## src/rtl/alu_seq_pkg.sv

```systemverilog
// Shared types and constants for the ALU operation sequencer.
// Conditional execution is enabled by defining ALU_SEQ_COND_EN.
package alu_seq_pkg;

  // Sequencer control states
  typedef enum logic [1:0] {
    IDLE   = 2'd0,
    ISSUE  = 2'd1,
    SETTLE = 2'd2,
    RESP   = 2'd3
  } seq_state_e;

  // Condition codes carried on InstrCond
  localparam logic [2:0] COND_AL = 3'd0;
  localparam logic [2:0] COND_EQ = 3'd1;
  localparam logic [2:0] COND_NE = 3'd2;
  localparam logic [2:0] COND_CS = 3'd3;
  localparam logic [2:0] COND_CC = 3'd4;
  localparam logic [2:0] COND_MI = 3'd5;
  localparam logic [2:0] COND_PL = 3'd6;
  localparam logic [2:0] COND_VS = 3'd7;

  // Bit positions inside the ALU flag word {Z, C, N, O}
  localparam int FLAG_Z = 3;
  localparam int FLAG_C = 2;
  localparam int FLAG_N = 1;
  localparam int FLAG_O = 0;

  // Evaluates a condition code against a flag word; unknown codes never pass
  function automatic logic cond_check(input logic [2:0] cond, input logic [3:0] flags);
    logic pass_v;
    case (cond)
      COND_AL: pass_v = 1'b1;
      COND_EQ: pass_v = flags[FLAG_Z];
      COND_NE: pass_v = ~flags[FLAG_Z];
      COND_CS: pass_v = flags[FLAG_C];
      COND_CC: pass_v = ~flags[FLAG_C];
      COND_MI: pass_v = flags[FLAG_N];
      COND_PL: pass_v = ~flags[FLAG_N];
      COND_VS: pass_v = flags[FLAG_O];
      default: pass_v = 1'b0;
    endcase
    return pass_v;
  endfunction

endpackage

```

## src/rtl/alu_op_sequencer_if.sv

```systemverilog
// Instruction, result and ALU-side signals of the ALU operation sequencer.
// master = the sequencer, slave = decode path / consumer / ALU side.
interface alu_op_sequencer_if;
  logic        InstrValid;
  logic        InstrReady;
  logic [3:0]  InstrOp;
  logic        InstrSize;
  logic        InstrSetFlags;
  logic [2:0]  InstrCond;
  logic [4:0]  FunSel;
  logic        WF;
  logic [15:0] ALUOut;
  logic [3:0]  FlagsOut;
  logic        ResultValid;
  logic        ResultReady;
  logic [15:0] Result;
  logic [3:0]  ResultFlags;
  logic        ResultExecuted;

  modport master (
    input  InstrValid, InstrOp, InstrSize, InstrSetFlags, InstrCond,
    input  ALUOut, FlagsOut, ResultReady,
    output InstrReady, FunSel, WF, ResultValid, Result, ResultFlags, ResultExecuted
  );

  modport slave (
    output InstrValid, InstrOp, InstrSize, InstrSetFlags, InstrCond,
    output ALUOut, FlagsOut, ResultReady,
    input  InstrReady, FunSel, WF, ResultValid, Result, ResultFlags, ResultExecuted
  );
endinterface

```

## src/rtl/alu_cond_eval.sv

```systemverilog
// Combinational condition evaluator: (condition code, ALU flags) -> pass.
// Only instantiated when ALU_SEQ_COND_EN is defined.
module alu_cond_eval
  import alu_seq_pkg::*;
(
  input  logic [2:0] cond,
  input  logic [3:0] flags,
  output logic       cond_pass
);

  // Decode the condition code against the live flag word
  always_comb begin
    cond_pass = cond_check(cond, flags);
  end

endmodule

```

## src/rtl/alu_op_sequencer.sv

```systemverilog
// ALU operation sequencer: accepts one instruction, optionally gates it on
// the ALU's current flags, drives FunSel/WF for one execute cycle, captures
// ALUOut and the updated flags, and returns them over a result handshake.
// Build option: ALU_SEQ_COND_EN enables conditional execution; when it is
// undefined every instruction executes and InstrCond is ignored.
module alu_op_sequencer
  import alu_seq_pkg::*;
(
  input  logic                  Clock,
  input  logic                  Reset,
  alu_op_sequencer_if.master    bus
);

  seq_state_e  state_r, state_n;
  logic [4:0]  fun_sel_r, fun_sel_n;
  logic        wf_r, wf_n;
  logic [15:0] result_r, result_n;
  logic [3:0]  result_flags_r, result_flags_n;
  logic        result_exec_r, result_exec_n;
  logic        result_valid_r, result_valid_n;
  logic        accept_s;

`ifdef ALU_SEQ_COND_EN
  logic        cond_pass_s;

  alu_cond_eval u_cond_eval (
    .cond      (bus.InstrCond),
    .flags     (bus.FlagsOut),
    .cond_pass (cond_pass_s)
  );
`endif

  assign accept_s = (state_r == IDLE) && bus.InstrValid;

  // Next-state and next-output logic; FunSel/WF registers double as the
  // latched instruction fields so a skipped instruction never disturbs them
  always_comb begin
    state_n        = state_r;
    fun_sel_n      = fun_sel_r;
    wf_n           = 1'b0;
    result_n       = result_r;
    result_flags_n = result_flags_r;
    result_exec_n  = result_exec_r;
    result_valid_n = result_valid_r;
    case (state_r)
      IDLE: begin
        if (accept_s) begin
`ifdef ALU_SEQ_COND_EN
          if (cond_pass_s) begin
            state_n   = ISSUE;
            fun_sel_n = {bus.InstrSize, bus.InstrOp};
            wf_n      = bus.InstrSetFlags;
          end else begin
            state_n        = RESP;
            result_n       = 16'h0000;
            result_flags_n = bus.FlagsOut;
            result_exec_n  = 1'b0;
            result_valid_n = 1'b1;
          end
`else
          state_n   = ISSUE;
          fun_sel_n = {bus.InstrSize, bus.InstrOp};
          wf_n      = bus.InstrSetFlags;
`endif
        end else begin
          state_n = IDLE;
        end
      end
      ISSUE: begin
        result_n = bus.ALUOut;
        state_n  = SETTLE;
      end
      SETTLE: begin
        result_flags_n = bus.FlagsOut;
        result_exec_n  = 1'b1;
        result_valid_n = 1'b1;
        state_n        = RESP;
      end
      RESP: begin
        if (bus.ResultReady) begin
          result_valid_n = 1'b0;
          state_n        = IDLE;
        end else begin
          state_n = RESP;
        end
      end
      default: begin
        state_n        = IDLE;
        result_valid_n = 1'b0;
      end
    endcase
  end

  // State register with synchronous reset; an in-flight instruction is dropped
  always_ff @(posedge Clock) begin
    if (Reset) begin
      state_r <= IDLE;
    end else begin
      state_r <= state_n;
    end
  end

  // Output/datapath registers; WF clears on the reset edge so no flag write follows
  always_ff @(posedge Clock) begin
    if (Reset) begin
      fun_sel_r      <= 5'b00000;
      wf_r           <= 1'b0;
      result_r       <= 16'h0000;
      result_flags_r <= 4'h0;
      result_exec_r  <= 1'b0;
      result_valid_r <= 1'b0;
    end else begin
      fun_sel_r      <= fun_sel_n;
      wf_r           <= wf_n;
      result_r       <= result_n;
      result_flags_r <= result_flags_n;
      result_exec_r  <= result_exec_n;
      result_valid_r <= result_valid_n;
    end
  end

  // Ready is gated by Reset so it is low for the whole reset window
  assign bus.InstrReady     = (state_r == IDLE) && !Reset;
  assign bus.FunSel         = fun_sel_r;
  assign bus.WF             = wf_r;
  assign bus.Result         = result_r;
  assign bus.ResultFlags    = result_flags_r;
  assign bus.ResultExecuted = result_exec_r;
  assign bus.ResultValid    = result_valid_r;

endmodule

```

## src/flat_wrapper.sv

```systemverilog
// flat-port wrapper written by rule: the top's interface ports become plain ports
module alu_op_sequencer_flat import alu_seq_pkg::*;
  (Clock, Reset, bus_InstrValid, bus_InstrOp, bus_InstrSize, bus_InstrSetFlags, bus_InstrCond, bus_ALUOut, bus_FlagsOut, bus_ResultReady, bus_InstrReady, bus_FunSel, bus_WF, bus_ResultValid, bus_Result, bus_ResultFlags, bus_ResultExecuted);
  alu_op_sequencer_if bus_i ();
  input  logic Clock;
  input  logic Reset;
  input wire logic [$bits(bus_i.InstrValid)-1:0] bus_InstrValid;
  input wire logic [$bits(bus_i.InstrOp)-1:0] bus_InstrOp;
  input wire logic [$bits(bus_i.InstrSize)-1:0] bus_InstrSize;
  input wire logic [$bits(bus_i.InstrSetFlags)-1:0] bus_InstrSetFlags;
  input wire logic [$bits(bus_i.InstrCond)-1:0] bus_InstrCond;
  input wire logic [$bits(bus_i.ALUOut)-1:0] bus_ALUOut;
  input wire logic [$bits(bus_i.FlagsOut)-1:0] bus_FlagsOut;
  input wire logic [$bits(bus_i.ResultReady)-1:0] bus_ResultReady;
  output wire logic [$bits(bus_i.InstrReady)-1:0] bus_InstrReady;
  output wire logic [$bits(bus_i.FunSel)-1:0] bus_FunSel;
  output wire logic [$bits(bus_i.WF)-1:0] bus_WF;
  output wire logic [$bits(bus_i.ResultValid)-1:0] bus_ResultValid;
  output wire logic [$bits(bus_i.Result)-1:0] bus_Result;
  output wire logic [$bits(bus_i.ResultFlags)-1:0] bus_ResultFlags;
  output wire logic [$bits(bus_i.ResultExecuted)-1:0] bus_ResultExecuted;
  assign bus_i.InstrValid = bus_InstrValid;
  assign bus_i.InstrOp = bus_InstrOp;
  assign bus_i.InstrSize = bus_InstrSize;
  assign bus_i.InstrSetFlags = bus_InstrSetFlags;
  assign bus_i.InstrCond = bus_InstrCond;
  assign bus_i.ALUOut = bus_ALUOut;
  assign bus_i.FlagsOut = bus_FlagsOut;
  assign bus_i.ResultReady = bus_ResultReady;
  assign bus_InstrReady = bus_i.InstrReady;
  assign bus_FunSel = bus_i.FunSel;
  assign bus_WF = bus_i.WF;
  assign bus_ResultValid = bus_i.ResultValid;
  assign bus_Result = bus_i.Result;
  assign bus_ResultFlags = bus_i.ResultFlags;
  assign bus_ResultExecuted = bus_i.ResultExecuted;
  alu_op_sequencer u_core (.Clock(Clock), .Reset(Reset), .bus(bus_i));
endmodule
```

## config.mk

```make
export PLATFORM = sky130hd
export DESIGN_NAME = alu_op_sequencer_flat
export DESIGN_NICKNAME = d
export VERILOG_FILES = /design/src/rtl/alu_seq_pkg.sv /design/src/rtl/alu_op_sequencer_if.sv /design/src/rtl/alu_cond_eval.sv /design/src/rtl/alu_op_sequencer.sv /design/src/flat_wrapper.sv
export SDC_FILE = /design/constraint.sdc
export NUM_CORES = 1
export LEC_CHECK = 0
export CAP_MARGIN = 20
export CORE_MARGIN = 10
export CORE_UTILIZATION = 37
export CTS_CLUSTER_DIAMETER = 200
export CTS_CLUSTER_SIZE = 25
export DETAILED_ROUTE_END_ITERATION = 10
export GPL_TIMING_DRIVEN = 0
export PLACE_DENSITY = 0.78
export SLEW_MARGIN = 0
export SYNTH_ARGS = -nofsm -noshare
export SYNTH_HDL_FRONTEND = slang
export SYNTH_HIERARCHICAL = 1
export SYNTH_SLANG_ARGS = --single-unit
```

## constraint.sdc

```tcl
create_clock -name Clock -period 1.4 [get_ports Clock]
set_input_delay 0.42 -clock Clock [delete_from_list [all_inputs] [get_ports Clock]]
set_output_delay 0.42 -clock Clock [all_outputs]
set_load 0.02 [all_outputs]
```

==> impl_metrics.toml <==
[timing]
final_max_slew_viol_count = 0
setup_viol = 1
clock.fmax_mhz = 690
rsz0062_at_grt = "true"
min_period_ns = 1.45
fin_crit_sh = 1.03
finalHoldViolations = 0
worstMarginPinSlew_ns = 0.464
fin_ws_ns = -0.0482
clock-skew-final_ns = 0.0101
relSlewSlack = 0.690

[route]
first_iter_violations = 51
drc = 0
ant_nets = 0
via_per_inst = 4.68
routed_wl_mm = 3.13
vias = 1024
first_pass_iters = 7
wire_per_inst_um = 14.3

[clock_tree]
clock_latency_ns = 0.32
root_buffer = "clkbuf_4"
cts_tree = "yes"
clockBufferDepth = 2
clkSinkCount = 30
cts-buffers-inserted = 5
clk_pin_slew_worst_paths_ns = 0.08
htree_levels = 2

[final_layout]
stdcell_count = 219
nNetsFinal = 220
n_antenna_cell = 0
utilization = 0.627
drive_gt1_frac = 0.266
fillers = 258
area_delta_synth_final_pct = 59.5

[floorplan]
num_io_pins = 62
die_width_um = 74.6
floorplan.initialDensity = 0.393
core_um2 = 2810
rows = 19
fp.dieH_um = 74.6
die_area_um2 = 5560

[global_route]
grt.total_usage = 0.116
grt_max_degree = 11
grt_first_pass_wirelength_mm = 4.93
overflow = 0
antenna_found_initial = 0
grt_pass1_vias = 1060

[place]
gp_congestion = 0.782
dp_cells = 211
portBuffers = 58
hpwl_mm = 2.42

[power_and_ir_drop]
p_per_area_nw_per_um2 = 1150
seq_power_share = 0.473
switching_share = 0.266
pwr-share-clk = 0.309
ir_drop_uv = 842
combPwrFrac = 0.217
intPower_uw = 1480
p_sw_uw = 535
leakagePower_uw = 0.000721

[yosys]
synth_seq_cells = 30
syn_inst = 122
synth_area_um2 = 1100
synth_area_per_cell_um2 = 9.04
ys_seq_area_frac = 0.545
synth-warning-count = 6
synthFlopType = "dfxtp_1"
synth_edf_count = 0
synthArstFlopShare = 0
syn_nets = 155
synth_cell_type_count = 18

[min_path]
whs_path_depth = 2
worstHoldPathType = "reg2reg"

[worst_setup_path]
rr_startpoint = "u_core/state_r[1]"
critPathArrivalTime_ns = 1.03
worstRegToRegCells = 6
crit_start = "Reset"
worst_setup_path_end_kind = "output port"
cp_max_fo = 3
cp.required_ns = 0.98
critPathLaunchType = "primary input"
worstReg2RegEnd = "u_core/bus.Result[14]"
endpoint = "bus_InstrReady"
worstSetupPathType = "in2out"
reg2reg_slack_ns = 0.15

[status]
failed_checks = "negative setup slack"
status = "finished with violations"

[flow_run]
cap_viol_max_count = 0
power groups by stage:
stage	combinational, uW	clock (uW)	sequential (uW)
after detailed placement	480	0	963
final	437	623	953
after floorplan	180	0	1030
after global routing	480	680	960
after CTS	453	643	954
after global placement	472	0	959
worst max-delay path, stage by stage:
cell,delay (ns)
clkdlybuf4s15_1,0.23
nor3_4,0.23
buf_6,0.15
metrics by stage:
stage	setup TNS (ns)	hold slack (ns)	total power [uW]	setup slack, ns	cell area (um2)
floorplan	0	0.519	1210	0.0279	1100
global placement	-5.12	0.442	1430	-0.729	1720
detailed placement	-5.86	0.450	1440	-0.742	1720
CTS	-0.0475	0.462	2050	-0.0475	1830
global route	-0.0872	0.473	2120	-0.0872	1760
finish	-0.0482	0.460	2010	-0.0482	1760
worst min path at each step:
| stage | startpoint | to | slack (ns) |
|---|---|---|---|
| 3_5_place_dp | u_core/bus.Result[10] | u_core/bus.Result[10] | 0.45 |
| 4_1_cts | u_core/bus.Result[10] | u_core/bus.Result[10] | 0.46 |
| 5_1_grt | u_core/bus.Result[10] | u_core/bus.Result[10] | 0.47 |
| 3_3_place_gp | u_core/bus.Result[1] | u_core/bus.Result[1] | 0.44 |
| 2_1_floorplan | bus_ResultReady | u_core/state_r[1] | 0.52 |
| 6_report | u_core/bus.Result[10] | u_core/bus.Result[10] | 0.46 |
flip-flops by register name (all words and copies together) (netlist names):
name and flops:
u_core/state_r 2, u_core/bus.FunSel 5, u_core/bus.Result 16, u_core/bus.ResultValid 1, u_core/bus.WF 1, u_core/bus.ResultFlags 4
u_core/bus.ResultExecuted 1
layout by cell type (no fill, tap or decap):
cell,synthesis,layout
buf_4,0,2
o21bai_1,2,2
nor2b_2,1,1
buf_2,2,10
a31oi_1,1,1
nor3_4,0,1
mux2i_1,9,9
dfxtp_4,0,1
clkbuf_4,0,5
clkdlybuf4s50_1,0,28
dfxtp_2,0,1
clkbuf_8,0,3
buf_6,4,3
and3_1,1,1
a21oi_1,18,18
and2b_1,1,1
nor3b_4,1,1
clkdlybuf4s15_1,0,1
nand2_1,33,33
nor2_1,12,12
buf_1,1,1
dfxtp_1,30,28
clkdlybuf4s15_2,0,14
nand2b_1,2,2
clkbuf_2,2,8
clkbuf_1,1,1
cell usage after synthesis, drive strengths merged (2+ instances only):
cell | instances | area [um2]
mux2i | 9 | 90.1
nor2 | 12 | 45.0
nand2b | 2 | 12.5
o21bai | 2 | 15.0
nand2 | 33 | 124
a21oi | 18 | 90.1
dfxtp | 30 | 601
buf | 7 | 58.8
clkbuf | 3 | 13.8
logic make-up after synthesis:
| group | Yosys count | share of synthesized area |
|---|---|---|
| simple gates | 52 | 0.207 |
| buf+inv | 10 | 0.0658 |
| mux | 9 | 0.0817 |
| flops | 30 | 0.545 |
| compound gates | 21 | 0.101 |
repair_timing:
| action | CTS | global route |
|---|---|---|
| setup buffers | 1 | 1 |
| pin swaps | 1 | 0 |
| hold buffers | 0 | 0 |
| gates resized for setup | 92 | 14 |
| setup endpoints to repair | 32 | 19 |
| endpoints found under the hold margin | 0 | 0 |
cell type report:
cell class              count  area, um2  area share
well taps                  31       38.8      0.0221
clock buffers               8       78.8      0.0448
multi-input cells          82        440       0.251
repair buffers             60        544       0.310
flip-flops and latches     30        606       0.344
plain buffers               8       50.0      0.0285
metal layers:
| metal | track usage | wire length (um) | vias up |
|---|---|---|---|
| met2 | 0.196 | 1430 | 50 |
| met5 | 0 | 0 | - |
| met1 | 0.107 | 1250 | 448 |
| met3 | 0.0904 | 439 | 2 |
| li1 | - | - | 524 |
| met4 | 0.0315 | 12 | 0 |
Power figures use the tool's default switching activity.
